--- config.mk ---
export PLATFORM = sky130hd
export DESIGN_NAME = vic_wb_ctrl
export DESIGN_NICKNAME = d
export VERILOG_FILES = /design/src/rtl/vic_wb_ctrl.sv
export SDC_FILE = /design/constraint.sdc
export NUM_CORES = 1
export LEC_CHECK = 0
export ABC_CLOCK_PERIOD_IN_PS = 8500
export CORE_MARGIN = 2
export CORE_UTILIZATION = 40
export CTS_CLUSTER_DIAMETER = 200
export DETAILED_ROUTE_END_ITERATION = 12
export PLACE_DENSITY = 0.59
export SLEW_MARGIN = 20
export SYNTH_ARGS = -nofsm -noshare
export SYNTH_HDL_FRONTEND = slang
export SYNTH_SLANG_ARGS = --single-unit
--- constraint.sdc ---
create_clock -name clock -period 8.5 [get_ports clock]
set_input_delay 1.7 -clock clock [delete_from_list [all_inputs] [get_ports clock]]
set_output_delay 1.7 -clock clock [all_outputs]
set_load 0.005 [all_outputs]
--- src/rtl/vic_wb_ctrl.sv ---
// Writeback buffer controller between a victim cache and memory.
// Dirty victims queue in a FIFO and share the memory port with D-cache loads.
module vic_wb_ctrl #(
  parameter int TAG_BITS = 10,
  parameter int SET_BITS = 3,
  parameter int WB_DEPTH = 4
) (
  input  logic                clock,
  input  logic                reset,
  input  logic                fired_valid,
  input  logic                fired_dirty,
  input  logic [TAG_BITS-1:0] fired_tag,
  input  logic [SET_BITS-1:0] fired_set,
  input  logic [63:0]         fired_data,
  output logic                wb_full,
  output logic                wb_empty,
  input  logic                ld_req,
  input  logic [15:0]         ld_addr,
  output logic                ld_grant,
  output logic [3:0]          ld_tag,
  input  logic                flush_req,
  output logic                flush_done,
  output logic [1:0]          mem_command,
  output logic [15:0]         mem_addr,
  output logic [63:0]         mem_data,
  input  logic [3:0]          mem_response
);

  localparam int PW = $clog2(WB_DEPTH);
  localparam int CW = PW + 1;
  localparam logic [CW-1:0] DEPTH_C = CW'(WB_DEPTH);
  localparam logic [1:0] CMD_NONE  = 2'd0;
  localparam logic [1:0] CMD_LOAD  = 2'd1;
  localparam logic [1:0] CMD_STORE = 2'd2;

  typedef enum logic {IDLE, FLUSH} state_e;

  state_e        state_q, state_d;
  logic [PW-1:0] head_q, head_d;
  logic [PW-1:0] tail_q, tail_d;
  logic [CW-1:0] count_q, count_d;
  logic [1:0]    starve_q, starve_d;

  logic [15:0]   addrMem_q [WB_DEPTH];
  logic [63:0]   dataMem_q [WB_DEPTH];

  logic          flushing;
  logic          conflict;
  logic          enqueue;
  logic          accepted;
  logic          storeAcc;
  logic          loadAcc;
  logic [1:0]    command;
  logic [15:0]   firedAddr;
  logic [PW-1:0] offset;

  assign wb_full   = (count_q == DEPTH_C);
  assign wb_empty  = (count_q == '0);
  assign firedAddr = 16'({fired_tag, fired_set, 3'b000});
  assign enqueue   = fired_valid & fired_dirty & ~wb_full;
  assign accepted  = (mem_response != 4'd0);
  assign storeAcc  = (command == CMD_STORE) & accepted;
  assign loadAcc   = (command == CMD_LOAD) & accepted;

  // An entry is occupied when its distance from head is below the count.
  always_comb begin
    conflict = 1'b0;
    offset   = '0;
    for (int i = 0; i < WB_DEPTH; i++) begin
      offset = PW'(i) - head_q;
      if ((CW'(offset) < count_q) && (addrMem_q[i][15:3] == ld_addr[15:3]))
        conflict = 1'b1;
    end
  end

  always_comb begin
    command = CMD_NONE;
    if (!wb_empty && (flushing || wb_full || conflict || (starve_q == 2'd3)))
      command = CMD_STORE;
    else if (ld_req && !flushing)
      command = CMD_LOAD;
    else if (!wb_empty)
      command = CMD_STORE;
  end

  always_comb begin
    mem_command = command;
    mem_addr    = 16'd0;
    mem_data    = 64'd0;
    ld_grant    = loadAcc;
    ld_tag      = loadAcc ? mem_response : 4'd0;
    if (command == CMD_STORE) begin
      mem_addr = addrMem_q[head_q];
      mem_data = dataMem_q[head_q];
    end else if (command == CMD_LOAD) begin
      mem_addr = ld_addr;
    end
  end

  always_comb begin
    head_d  = storeAcc ? head_q + PW'(1) : head_q;
    tail_d  = enqueue ? tail_q + PW'(1) : tail_q;
    count_d = count_q;
    case ({enqueue, storeAcc})
      2'b10:   count_d = count_q + CW'(1);
      2'b01:   count_d = count_q - CW'(1);
      default: count_d = count_q;
    endcase
    starve_d = starve_q;
    if (wb_empty || storeAcc)
      starve_d = 2'd0;
    else if (loadAcc && (starve_q != 2'd3))
      starve_d = starve_q + 2'd1;
  end

  always_ff @(posedge clock) begin
    if (reset) begin
      head_q   <= '0;
      tail_q   <= '0;
      count_q  <= '0;
      starve_q <= 2'd0;
    end else begin
      head_q   <= head_d;
      tail_q   <= tail_d;
      count_q  <= count_d;
      starve_q <= starve_d;
    end
  end

  // Entry storage carries no reset; occupancy is tracked by head/count alone.
  always_ff @(posedge clock) begin
    if (enqueue) begin
      addrMem_q[tail_q] <= firedAddr;
      dataMem_q[tail_q] <= fired_data;
    end
  end

  always_ff @(posedge clock) begin
    if (reset)
      state_q <= IDLE;
    else
      state_q <= state_d;
  end

  always_comb begin
    state_d = state_q;
    case (state_q)
      IDLE:    if (flush_req && !wb_empty) state_d = FLUSH;
      FLUSH:   if (wb_empty) state_d = IDLE;
      default: state_d = IDLE;
    endcase
  end

  // A flush request against an already empty buffer completes immediately.
  always_comb begin
    flushing   = (state_q == FLUSH);
    flush_done = wb_empty && ((state_q == FLUSH) || ((state_q == IDLE) && flush_req));
  end

endmodule

# Word-level counts from Yosys, hierarchy flattened
# Memories as Yosys holds them, arrays and structs flattened. A register that Yosys moved wholly into a read port is not among the register bits.
# Index checks and enable logic that the tools add are counted.
# Widths: inputs -> output; s select.
# op_classes
mul	0
n_shift	0
add_sub_neg	9
bitwise	6
n_reduce_logical	21
mux	21
n_lt_le_gt_ge	4
n_eq_ne	11
n_div	0
# op_table
op	n
$mux 64	1
$eq 13x13->1	4
$mux 16	2
$mux 2	7
$lt 2x3->1	4
$logic_and 1x1->1	10
$mux 1	8
$add 2x1->2 const B	3
$eq 2x2->1 const B	3
$pmux 3 s2	1
$logic_or 1x1->1	5
$and 1x1->1	4
$eq 2x1->1 const B	2
$mux 4	1
$reduce_bool 4->1	1
$sub 1x2->2 const A	2
$sub 2x2->2 const A	2
$add 3x1->3 const B	1
$eq 3x3->1 const B	1
$logic_not 3->1	1
$sub 3x1->3 const B	1
$logic_not 1->1	2
$ne 2x2->1 const B	1
$not 1->1	2
other kinds (3)	3
# word_totals
ff_bits	10
output_inout_bits	90
latchBits	0
elab_cells	79
ram_bits	308
rom_bits	0
mem_count	2
# memory_table
memory	words	word_bits	rd	rd_clocked_by_memory_dff	wr	line_no	text
dataMem_q	4	64	1	1	1	45	logic [63:0] dataMem_q [WB_DEPTH];
addrMem_q	4	13	5	1	1	44	logic [15:0] addrMem_q [WB_DEPTH];

# Logic depth before layout (Yosys ltp)
# Gate-level depths: netlist of run 1.
# depth
ltp_word	15
mapped_depth	15
ltp_nobuf	14

# Worst setup path before layout of run 1
# No wires, ideal clock.
# synth_path
path_kind	input to output
start	input ld_addr[11]
end	output mem_addr[13]
slack_ns	3.445
n_path_buf	2
stages	9
t_arrival_ns	3.355
cell_sequence	buf_2 -> xor2_1 -> nor4_2 -> nand2_1 -> o31ai_4 -> o31a_1 -> nor2_1 -> clkbuf_1 -> a22o_1
# synth_between
elab_chain_cells	13
# synth_rtl
item	line_no	text
start, declared	18	input logic [15:0] ld_addr,
$eq 13x13->1	71	if ((CW'(offset) < count_q) && (addrMem_q[i][15:3] == ld_addr[15:3]))
$logic_and 1x1->1	71	
$mux 1 (3 in a row)	71	
$mux 1 *	71	
$logic_or 1x1->1 * (2 in a row)	78	if (!wb_empty && (flushing || wb_full || conflict || (starve_q == 2'd3)))
$logic_and 1x1->1 *	78	
$mux 2 *	78	
named net mem_command[0]	23	output logic [1:0] mem_command,
$eq 2x1->1	95	end else if (command == CMD_LOAD) begin
$mux 16	95	
$mux 16 *	92	if (command == CMD_STORE) begin
end, declared	24	output logic [15:0] mem_addr,
# The timed path passes the listed nets; every way through them passes the cells marked *.

# Final worst setup path of run 1
# layout_path
start	input ld_addr[7]
end	output mem_addr[10]
# layout_between
elab_chain_cells	13
# layout_rtl
item	line_no
$eq 13x13->1	71
$logic_and 1x1->1	71
$mux 1 (3 in a row)	71
$mux 1 *	71
$logic_or 1x1->1 * (2 in a row)	78
$logic_and 1x1->1 *	78
$mux 2 *	78
$eq 2x1->1	95
$mux 16	95
$mux 16 *	92
# Mark *: on every way between the ends. The rest lies on a longest branch, timed or not.

==> report_table.html, run 1 <==
<table>
<tr><th>Metric</th><th>Value</th></tr>
<tr><th colspan="2">Synth</th></tr>
<tr><td>Synthesis warning total</td><td>0</td></tr>
<tr><td>Post-synthesis net count</td><td>792</td></tr>
<tr><td>Post-synthesis area per instance</td><td>19.4 sq um</td></tr>
<tr><td>Adder-cell share of the synthesized area</td><td>1.11%</td></tr>
<tr><td>Synthesis-stage register bit count</td><td>320</td></tr>
<tr><td>Post-Syn Area</td><td>0.0131 sq mm</td></tr>
<tr><td>Combinational family with the most area after synthesis</td><td>multiplexers</td></tr>
<tr><td>Number of flops mapped to enable cells by yosys</td><td>308</td></tr>
<tr><td>Share of flip-flops with an asynchronous set or reset</td><td>0%</td></tr>
<tr><td>Synth Area in Simple Gates</td><td>5.55%</td></tr>
<tr><td>Top cells by area, synth</td><td>sky130_fd_sc_hd__edfxtp_1, sky130_fd_sc_hd__mux4_2, sky130_fd_sc_hd__nor2b_1</td></tr>
<tr><td>Number of instances in the synthesized netlist</td><td>678</td></tr>
<tr><td>Compound-Gate Fraction of Synth Area</td><td>2.22%</td></tr>
<tr><td>Area fraction of the dominant cell type after synthesis</td><td>70.5%</td></tr>
<tr><td>Portion of the post-synthesis area used by sequential elements</td><td>72.3%</td></tr>
<tr><td>Most area-hungry cell type in the Yosys netlist</td><td>sky130_fd_sc_hd__edfxtp_1</td></tr>
<tr><td>Synth Area in XOR/XNOR</td><td>3.67%</td></tr>
<tr><td>Number of distinct library cells after synthesis</td><td>40</td></tr>
<tr><td>Fraction of synthesized area in multiplexers</td><td>13.3%</td></tr>
<tr><td>Dominant synthesized flop cell</td><td>sky130_fd_sc_hd__edfxtp_1</td></tr>
<tr><th colspan="2">Layout</th></tr>
<tr><td>Antenna diode count</td><td>0</td></tr>
<tr><td>Share of layout cells above drive strength 1</td><td>15.7%</td></tr>
<tr><td>Layout Cells excl Fill</td><td>1339</td></tr>
<tr><td>Net count reported at finish</td><td>987</td></tr>
<tr><td>Most frequent cells in the layout</td><td>sky130_fd_sc_hd__edfxtp_1, sky130_fd_sc_hd__clkdlybuf4s50_1, sky130_fd_sc_hd__mux4_2, sky130_fd_sc_hd__nor2b_1, sky130_fd_sc_hd__xor2_1</td></tr>
<tr><td>Layout overhead on the synthesized area</td><td>25.8%</td></tr>
<tr><td>Most common library cell in the layout ignoring fill and taps</td><td>sky130_fd_sc_hd__edfxtp_1</td></tr>
<tr><td>Final core utilization</td><td>50.9%</td></tr>
<tr><th colspan="2">Route</th></tr>
<tr><td>Vias per cell</td><td>5.00</td></tr>
<tr><td>Wire length after detailed routing</td><td>27100 microns</td></tr>
<tr><td>DRT Pass-1 Iters</td><td>6</td></tr>
<tr><td>Total via count in the routed design</td><td>6697</td></tr>
<tr><td>Final ANT Viol Nets</td><td>0</td></tr>
<tr><td>Wire length per cell</td><td>20.3 microns</td></tr>
<tr><td>Remaining design rule violation count</td><td>0</td></tr>
<tr><td>Count of routing violations after the opening detailed-route iteration</td><td>448</td></tr>
<tr><th colspan="2">Clock network</th></tr>
<tr><td>Count of clock tree sinks</td><td>320</td></tr>
<tr><td>CTS buffer count</td><td>35</td></tr>
<tr><td>Count of hold-fix buffers inserted at cts</td><td>0</td></tr>
<tr><td>CTS clock-pin slew for the worst setup and hold paths</td><td>0.06 ns</td></tr>
<tr><td>Clock tree from TritonCTS</td><td>built</td></tr>
<tr><td>Max H-tree Level</td><td>2</td></tr>
<tr><td>Number of post-CTS setup repair buffers</td><td>0</td></tr>
<tr><td>Master cell of the clock root buffer</td><td>sky130_fd_sc_hd__clkbuf_16</td></tr>
<tr><td>Number of buffers on the longest clock path</td><td>3</td></tr>
<tr><td>Worst-Skew Late Latency</td><td>0.51 ns</td></tr>
<tr><td>CTS-repair resized insts</td><td>0</td></tr>
<tr><th colspan="2">Global routing</th></tr>
<tr><td>Pin count of the biggest net entering global routing</td><td>71</td></tr>
<tr><td>Number of antenna violations at the first check in global routing</td><td>0</td></tr>
<tr><td>Grt met2 use</td><td>27.7%</td></tr>
<tr><td>Met1 global-route usage</td><td>21.0%</td></tr>
<tr><td>Vias in the first global route</td><td>7120</td></tr>
<tr><td>Remaining global-route overflow</td><td>0</td></tr>
<tr><td>Overall fraction of global-route tracks in use</td><td>16.0%</td></tr>
<tr><td>Busiest metal layer after global routing</td><td>met2</td></tr>
<tr><td>Global-route wire length before repair</td><td>41000 microns</td></tr>
<tr><td>Met3 usage</td><td>2.81%</td></tr>
<tr><th colspan="2">STA</th></tr>
<tr><td>Least-Margin Pin Slew</td><td>0.984 ns</td></tr>
<tr><td>Maximum operating frequency</td><td>0.146 GHz</td></tr>
<tr><td>Post-route minimum period</td><td>6.85 ns</td></tr>
<tr><td>Final Skew</td><td>0.0160 ns</td></tr>
<tr><td>Setup violations, final</td><td>0</td></tr>
<tr><td>Final Hold Violating Endpoints</td><td>0</td></tr>
<tr><td>Count of final max-slew check failures</td><td>0</td></tr>
<tr><td>RSZ-0062 raised after global routing</td><td>no</td></tr>
<tr><td>Final setup margin</td><td>1.65 ns</td></tr>
<tr><td>Final clock period utilization by the worst path</td><td>80.6%</td></tr>
<tr><td>Total negative slack</td><td>0 ns</td></tr>
<tr><td>Relative slew slack</td><td>34.4%</td></tr>
<tr><th colspan="2">Pwr</th></tr>
<tr><td>Power density over the cells</td><td>272 mW/mm^2</td></tr>
<tr><td>Leak</td><td>5.19 nW</td></tr>
<tr><td>Maximum resistive drop on vdd</td><td>0.143 mV</td></tr>
<tr><th colspan="2">Die</th></tr>
<tr><td>Vertical die dimension</td><td>185 microns</td></tr>
<tr><td>Top Ports</td><td>193</td></tr>
<tr><td>Placeable Area</td><td>0.0325 sq mm</td></tr>
<tr><td>Total number of placement rows</td><td>66</td></tr>
<tr><td>Horizontal extent of the die</td><td>185 microns</td></tr>
<tr><td>Die Outline Area</td><td>0.0343 sq mm</td></tr>
<tr><td>Starting density of the core</td><td>40.5%</td></tr>
<tr><th colspan="2">Placement</th></tr>
<tr><td>Global placer's final weighted congestion</td><td>0.745</td></tr>
<tr><td>Cells after DPL</td><td>1278</td></tr>
<tr><td>Dpl hpwl</td><td>16400 microns</td></tr>
<tr><td>Buffers on Ports</td><td>192</td></tr>
<tr><td>Pre-CTS setup slack</td><td>1.55 ns</td></tr>
<tr><th colspan="2">Worst setup path</th></tr>
<tr><td>Top delay family on crit path</td><td>buffers and inverters</td></tr>
<tr><td>Largest fanout on the critical path</td><td>70</td></tr>
<tr><td>Type of element launching the critical path</td><td>input port</td></tr>
<tr><td>Critical Path End Type</td><td>output pin</td></tr>
<tr><td>Sum of buffers and inverters on the critical path</td><td>4</td></tr>
<tr><td>Highest-delay cell along the critical path</td><td>sky130_fd_sc_hd__buf_4</td></tr>
<tr><td>Data arrival, critical path</td><td>5.15 ns</td></tr>
<tr><td>CP Data Required Time</td><td>6.80 ns</td></tr>
<tr><td>CP Class</td><td>in -&gt; out</td></tr>
<tr><td>Highest cell delay on the worst timing path</td><td>0.75 ns</td></tr>
<tr><td>CP Cell Sequence</td><td>clkdlybuf4s50_1 &gt; xor2_1 &gt; nor4_1 &gt; nand4_1 &gt; o31ai_4 &gt; o31ai_4 &gt; buf_4 &gt; inv_1 &gt; a22o_1 &gt; clkdlybuf4s50_1</td></tr>
<tr><th colspan="2">Run</th></tr>
<tr><td>MaxCap Viol Count</td><td>0</td></tr>
<tr><th colspan="2">Min path</th></tr>
<tr><td>Classification of the worst-slack hold path</td><td>reg -&gt; reg</td></tr>
<tr><th colspan="2">Run status</th></tr>
<tr><td>Result of the run</td><td>complete, no violations</td></tr>
</table>
[sequential cells by signal, summed over array words and instances, names as in the netlist, named ones only]
register	count
count_q	3
head_q	2
dataMem_q	256
starve_q	2
flushing	1
addrMem_q	52
tail_q	2
[area by class of cell]
| cell class | instances | area [sq um] |
|---|---|---|
| clock buffer | 42 | 923 |
| timing repair buffer | 201 | 1990 |
| multi-input combinational | 302 | 3410 |
| clock inverter | 19 | 97.6 |
| fill | 2687 | 15900 |
| tap | 442 | 553 |
| inverter | 13 | 48.8 |
| sequential | 320 | 9500 |
[where the power goes]
part	internal [mW]	switching [mW]
clock network	0.773	0.572
logic	0.729	0.522
registers	1.81	0.0867
[worst paths after layout]
kind | from | end | slack, ns | cells after the start
worst max-delay path | ld_addr[7] | mem_addr[10] | 1.65 | 10
worst min-delay path | starve_q[0]$_SDFFE_PP0P_ | starve_q[0]$_SDFFE_PP0P_ | 0.49 | 2
worst max register to register | count_q[1]$_SDFFE_PP0P_ | count_q[2]$_SDFFE_PP0P_ | 4.79 | 15
worst min register to register | starve_q[0]$_SDFFE_PP0P_ | starve_q[0]$_SDFFE_PP0P_ | 0.49 | 2
[logic make-up after synthesis]
kind of cell / count (synthesis)
fa+ha+maj: 11
compound gates: 37
simple gates: 121
xor+xnor: 55
mux: 78
flops: 320
buf+inv: 56
[synth_stat cells, types with 8 or more instances]
master and count:
sky130_fd_sc_hd__and2_1 11, sky130_fd_sc_hd__dfxtp_1 12, sky130_fd_sc_hd__xnor2_1 18, sky130_fd_sc_hd__nor2b_1 61, sky130_fd_sc_hd__ha_1 10, sky130_fd_sc_hd__nor2_1 12
sky130_fd_sc_hd__inv_1 12, sky130_fd_sc_hd__nor4_1 8, sky130_fd_sc_hd__mux4_2 77, sky130_fd_sc_hd__edfxtp_1 308, sky130_fd_sc_hd__clkbuf_1 20, sky130_fd_sc_hd__a22o_1 13
sky130_fd_sc_hd__buf_2 18, sky130_fd_sc_hd__xor2_1 37, sky130_fd_sc_hd__a21oi_1 9
[through the flow]
step                      hold slack [ns]  power (mW)  area, sq um
after floorplan                     0.457        2.62        13100
after global placement              0.467        3.21        15500
after detailed placement            0.488        3.21        15500
after CTS                           0.496        4.57        16500
after global routing                0.517        4.72        16500
final                               0.494        4.49        16500
[routing by layer]
layer | wire length [microns] | share of wire [%]
met1 | 11800 | 44
met2 | 13600 | 50
met3 | 1270 | 4.7
met4 | 409 | 1.5
met5 | 0 | 0
[worst register-to-register path: cells and delay by family, from the launching register on]
| family | cells | cell delay [ns] |
|---|---|---|
| and+or+nand+nor | 3 | 0.76 |
| AOI/OAI and AO/OA | 5 | 0.92 |
| DFF | 1 | 0.34 |
| buffers and inverters | 3 | 0.59 |
| xor gates and xnor gates | 1 | 0.16 |
| adders and majority gates | 3 | 0.89 |
Note: power is estimated with default switching activity, not from simulation.
==> run 2: changes to the inputs <==
Settings changed: ABC_CLOCK_PERIOD_IN_PS 8500 to 6120, PLACE_DENSITY 0.59 to 0.61.
Clock period 8.5 ns to 6.12 ns, I/O delays scaled along.
==> run 2 against run 1 <==
Via count up 0.78%; highest routed layer unchanged; sequential power up 39%; worst setup slack lost 1.0 ns.
==> report_table.html, run 2 (synthesis results as in run 1) <==
<table>
<tr><th>Metric</th><th>Value</th></tr>
<tr><th colspan="2">Run status</th></tr>
<tr><td>Result of the run</td><td>complete, no violations</td></tr>
<tr><th colspan="2">Layout</th></tr>
<tr><td>Most common library cell in the layout ignoring fill and taps</td><td>sky130_fd_sc_hd__edfxtp_1</td></tr>
<tr><td>Register with the most flip-flops</td><td>dataMem_q</td></tr>
<tr><td>Layout Cells excl Fill</td><td>1341 (+0.15%)</td></tr>
<tr><td>Most frequent cells in the layout</td><td>sky130_fd_sc_hd__edfxtp_1, sky130_fd_sc_hd__clkdlybuf4s50_1, sky130_fd_sc_hd__mux4_2, sky130_fd_sc_hd__nor2b_1, sky130_fd_sc_hd__xor2_1</td></tr>
<tr><td>Regs by FF count</td><td>dataMem_q x256, addrMem_q x52, count_q x3</td></tr>
<tr><td>Antenna diode count</td><td>0 (unchanged)</td></tr>
<tr><td># fillers</td><td>2668 (-0.71%)</td></tr>
<tr><td>Share of layout cells above drive strength 1</td><td>16.1% (+0.41 points)</td></tr>
<tr><td>Net count reported at finish</td><td>987 (unchanged)</td></tr>
<tr><td>Layout overhead on the synthesized area</td><td>26.2%</td></tr>
<tr><td>Flip-flop count of the largest register, all copies and words added</td><td>256 (unchanged)</td></tr>
<tr><th colspan="2">Placement</th></tr>
<tr><td>Buffers on Ports</td><td>192 (unchanged)</td></tr>
<tr><td>Cells after DPL</td><td>1278 (unchanged)</td></tr>
<tr><td>Dpl hpwl</td><td>16600 microns (+1.1%)</td></tr>
<tr><td>Global placer's final weighted congestion</td><td>0.751 (+0.85%)</td></tr>
<tr><th colspan="2">Die</th></tr>
<tr><td>Placeable Area</td><td>0.0325 sq mm (unchanged)</td></tr>
<tr><td>Starting density of the core</td><td>40.5% (unchanged)</td></tr>
<tr><td>Horizontal extent of the die</td><td>185 microns (unchanged)</td></tr>
<tr><td>Top Ports</td><td>193 (unchanged)</td></tr>
<tr><td>Vertical die dimension</td><td>185 microns (unchanged)</td></tr>
<tr><td>Total number of placement rows</td><td>66 (unchanged)</td></tr>
<tr><td>Die Outline Area</td><td>0.0343 sq mm (unchanged)</td></tr>
<tr><th colspan="2">Worst setup path</th></tr>
<tr><td>CP Class</td><td>in -&gt; out</td></tr>
<tr><td>Highest-delay cell along the critical path</td><td>sky130_fd_sc_hd__nor4_1</td></tr>
<tr><td>Sum of buffers and inverters on the critical path</td><td>3 (-1)</td></tr>
<tr><td>Highest cell delay on the worst timing path</td><td>0.59 ns (-0.16 ns)</td></tr>
<tr><td>Worst path depth</td><td>9 (-1)</td></tr>
<tr><td>Top delay family on crit path</td><td>buffers and inverters</td></tr>
<tr><td>Type of element launching the critical path</td><td>input port</td></tr>
<tr><td>CP Launch Point</td><td>ld_addr[6]</td></tr>
<tr><td>Last element of the critical path</td><td>mem_addr[10]</td></tr>
<tr><td>Setup slack of the worst register-to-register path</td><td>2.65 ns (-2.14 ns)</td></tr>
<tr><td>CP Cell Sequence</td><td>clkdlybuf4s50_1 &gt; xor2_1 &gt; nor4_1 &gt; nand4_1 &gt; o31ai_4 &gt; o31ai_4 &gt; inv_1 &gt; a22o_1 &gt; clkdlybuf4s50_1</td></tr>
<tr><td>Critical Path End Type</td><td>output pin</td></tr>
<tr><td>Reg2Reg Depth</td><td>13 (-2)</td></tr>
<tr><td>Largest fanout on the critical path</td><td>14 (-80%)</td></tr>
<tr><td>Data arrival, critical path</td><td>4.27 ns (-0.88 ns)</td></tr>
<tr><td>CP Data Required Time</td><td>4.90 ns (-1.90 ns)</td></tr>
<tr><td>Reg2reg end</td><td>count_q[2]$_SDFFE_PP0P_</td></tr>
<tr><td>Startpoint of the lowest-slack register-to-register path</td><td>head_q[0]$_SDFFE_PP0P_</td></tr>
<tr><th colspan="2">STA</th></tr>
<tr><td>Least-Margin Pin Slew</td><td>1.04 ns (+0.0513 ns)</td></tr>
<tr><td>Count of final max-slew check failures</td><td>0 (unchanged)</td></tr>
<tr><td>Post-route minimum period</td><td>5.49 ns</td></tr>
<tr><td>Final Hold Violating Endpoints</td><td>0 (unchanged)</td></tr>
<tr><td>Final clock period utilization by the worst path</td><td>89.7%</td></tr>
<tr><td>Setup violations, final</td><td>0 (unchanged)</td></tr>
<tr><td>Final Skew</td><td>0.0140 ns (-0.00200 ns)</td></tr>
<tr><td>Total negative slack</td><td>0 ns (unchanged)</td></tr>
<tr><td>RSZ-0062 raised after global routing</td><td>no</td></tr>
<tr><td>Relative slew slack</td><td>31.0% (-3.4 points)</td></tr>
<tr><td>Maximum operating frequency</td><td>0.182 GHz</td></tr>
<tr><th colspan="2">Clock network</th></tr>
<tr><td>CTS buffer count</td><td>35 (unchanged)</td></tr>
<tr><td>Number of post-CTS setup repair buffers</td><td>0 (unchanged)</td></tr>
<tr><td>CTS-repair resized insts</td><td>0 (unchanged)</td></tr>
<tr><td>Count of hold-fix buffers inserted at cts</td><td>0 (unchanged)</td></tr>
<tr><td>CTS clock-pin slew for the worst setup and hold paths</td><td>0.06 ns (about the same)</td></tr>
<tr><td>Worst-Skew Late Latency</td><td>0.51 ns (about the same)</td></tr>
<tr><td>Master cell of the clock root buffer</td><td>sky130_fd_sc_hd__clkbuf_16</td></tr>
<tr><td>Clock tree from TritonCTS</td><td>built</td></tr>
<tr><td>Max H-tree Level</td><td>2 (unchanged)</td></tr>
<tr><td>Count of clock tree sinks</td><td>320 (unchanged)</td></tr>
<tr><td>Number of buffers on the longest clock path</td><td>3 (unchanged)</td></tr>
<tr><th colspan="2">Global routing</th></tr>
<tr><td>Overall fraction of global-route tracks in use</td><td>16.3% (+0.34 points)</td></tr>
<tr><td>Vias in the first global route</td><td>7184 (+0.90%)</td></tr>
<tr><td>Pin count of the biggest net entering global routing</td><td>70 (-1.4%)</td></tr>
<tr><td>Global-route wire length before repair</td><td>41900 microns (+2.3%)</td></tr>
<tr><td>Number of antenna violations at the first check in global routing</td><td>0 (unchanged)</td></tr>
<tr><td>Remaining global-route overflow</td><td>0 (unchanged)</td></tr>
<tr><th colspan="2">Min path</th></tr>
<tr><td>Min-Delay Startpoint</td><td>starve_q[1]$_SDFFE_PP0P_</td></tr>
<tr><td>Classification of the worst-slack hold path</td><td>reg -&gt; reg</td></tr>
<tr><th colspan="2">Pwr</th></tr>
<tr><td>Power density over the cells</td><td>383 mW/mm^2 (+41%)</td></tr>
<tr><td>Leak</td><td>5.22 nW (+0.58%)</td></tr>
<tr><td>Maximum resistive drop on vdd</td><td>0.238 mV (+67%)</td></tr>
<tr><th colspan="2">Route</th></tr>
<tr><td>Vias per cell</td><td>5.03 (+0.63%)</td></tr>
<tr><td>Count of routing violations after the opening detailed-route iteration</td><td>431 (-3.8%)</td></tr>
<tr><td>Total via count in the routed design</td><td>6749 (+0.78%)</td></tr>
<tr><td>Remaining design rule violation count</td><td>0 (unchanged)</td></tr>
<tr><td>DRT Pass-1 Iters</td><td>6 (unchanged)</td></tr>
<tr><td>Wire length per cell</td><td>20.7 microns (+2.0%)</td></tr>
<tr><td>Final ANT Viol Nets</td><td>0 (unchanged)</td></tr>
<tr><td>Wire length after detailed routing</td><td>27700 microns (+2.2%)</td></tr>
<tr><th colspan="2">Run</th></tr>
<tr><td>MaxCap Viol Count</td><td>0 (unchanged)</td></tr>
</table>
-- run 2: area by class of cell --
cell class	count	area (sq um)	share of cell area, %
clock buffers	47	941	5.68
clock inverters	16	109	0.657
inverters	13	48.8	0.294
multi-input cells	302	3410	20.6
flip-flops and latches	320	9500	57.3
well taps	442	553	3.34
repair buffers	201	2010	12.2
-- run 2: worst min-delay path by stage --
stage / end / slack [ns] / cells past startpoint
4_1_cts: starve_q[1]$_SDFFE_PP0P_ / 0.50 / 2
2_1_floorplan: starve_q[1]$_SDFFE_PP0P_ / 0.46 / 2
5_1_grt: starve_q[1]$_SDFFE_PP0P_ / 0.52 / 2
3_5_place_dp: starve_q[1]$_SDFFE_PP0P_ / 0.49 / 2
3_3_place_gp: starve_q[0]$_SDFFE_PP0P_ / 0.48 / 2
6_report: starve_q[1]$_SDFFE_PP0P_ / 0.50 / 2
-- run 2: report_power, final --
part           switching, mW  total [mW]  internal (mW)
Sequential             0.132        2.65           2.52
Clock                  0.819        1.94           1.13
Combinational          0.713        1.75           1.03
Total                   1.66        6.34           4.67
-- run 2: layer usage --
layer,up-vias,wire length [microns],GRT usage (%)
met5,-,0,0
met4,0,540,4.29
met3,39,1420,3.22
met2,173,13900,28.0
met1,3473,11900,21.4
li1,3064,-,-
-- run 2: stage by stage --
| step | total power, mW | utilization, % | worst slack, ns | instance area [sq um] | hold slack [ns] |
|---|---|---|---|---|---|
| 2_1_floorplan | 3.64 | - | 2.02 | 13100 | 0.457 |
| 3_3_place_gp | 4.48 | 47.8 | 0.682 | 15500 | 0.476 |
| 3_5_place_dp | 4.48 | 47.8 | 0.676 | 15500 | 0.489 |
| 4_1_cts | 6.44 | 51.1 | 0.657 | 16600 | 0.498 |
| 5_1_grt | 6.66 | 51.1 | 0.588 | 16600 | 0.522 |
| 6_report | 6.34 | 51.1 | 0.629 | 16600 | 0.503 |
-- run 2: worst min-delay path: cells and delay by family, from the launching register on --
kind           cells  cell delay [ns]
flip-flops         1             0.32
AO/OA/AOI/OAI      2             0.14
==> run 3: changes to the inputs <==
Settings changed: SLEW_MARGIN 20 to default.
==> results of run 3 <==
Same layout as run 2: the final DEF is identical, and so are final timing and power.
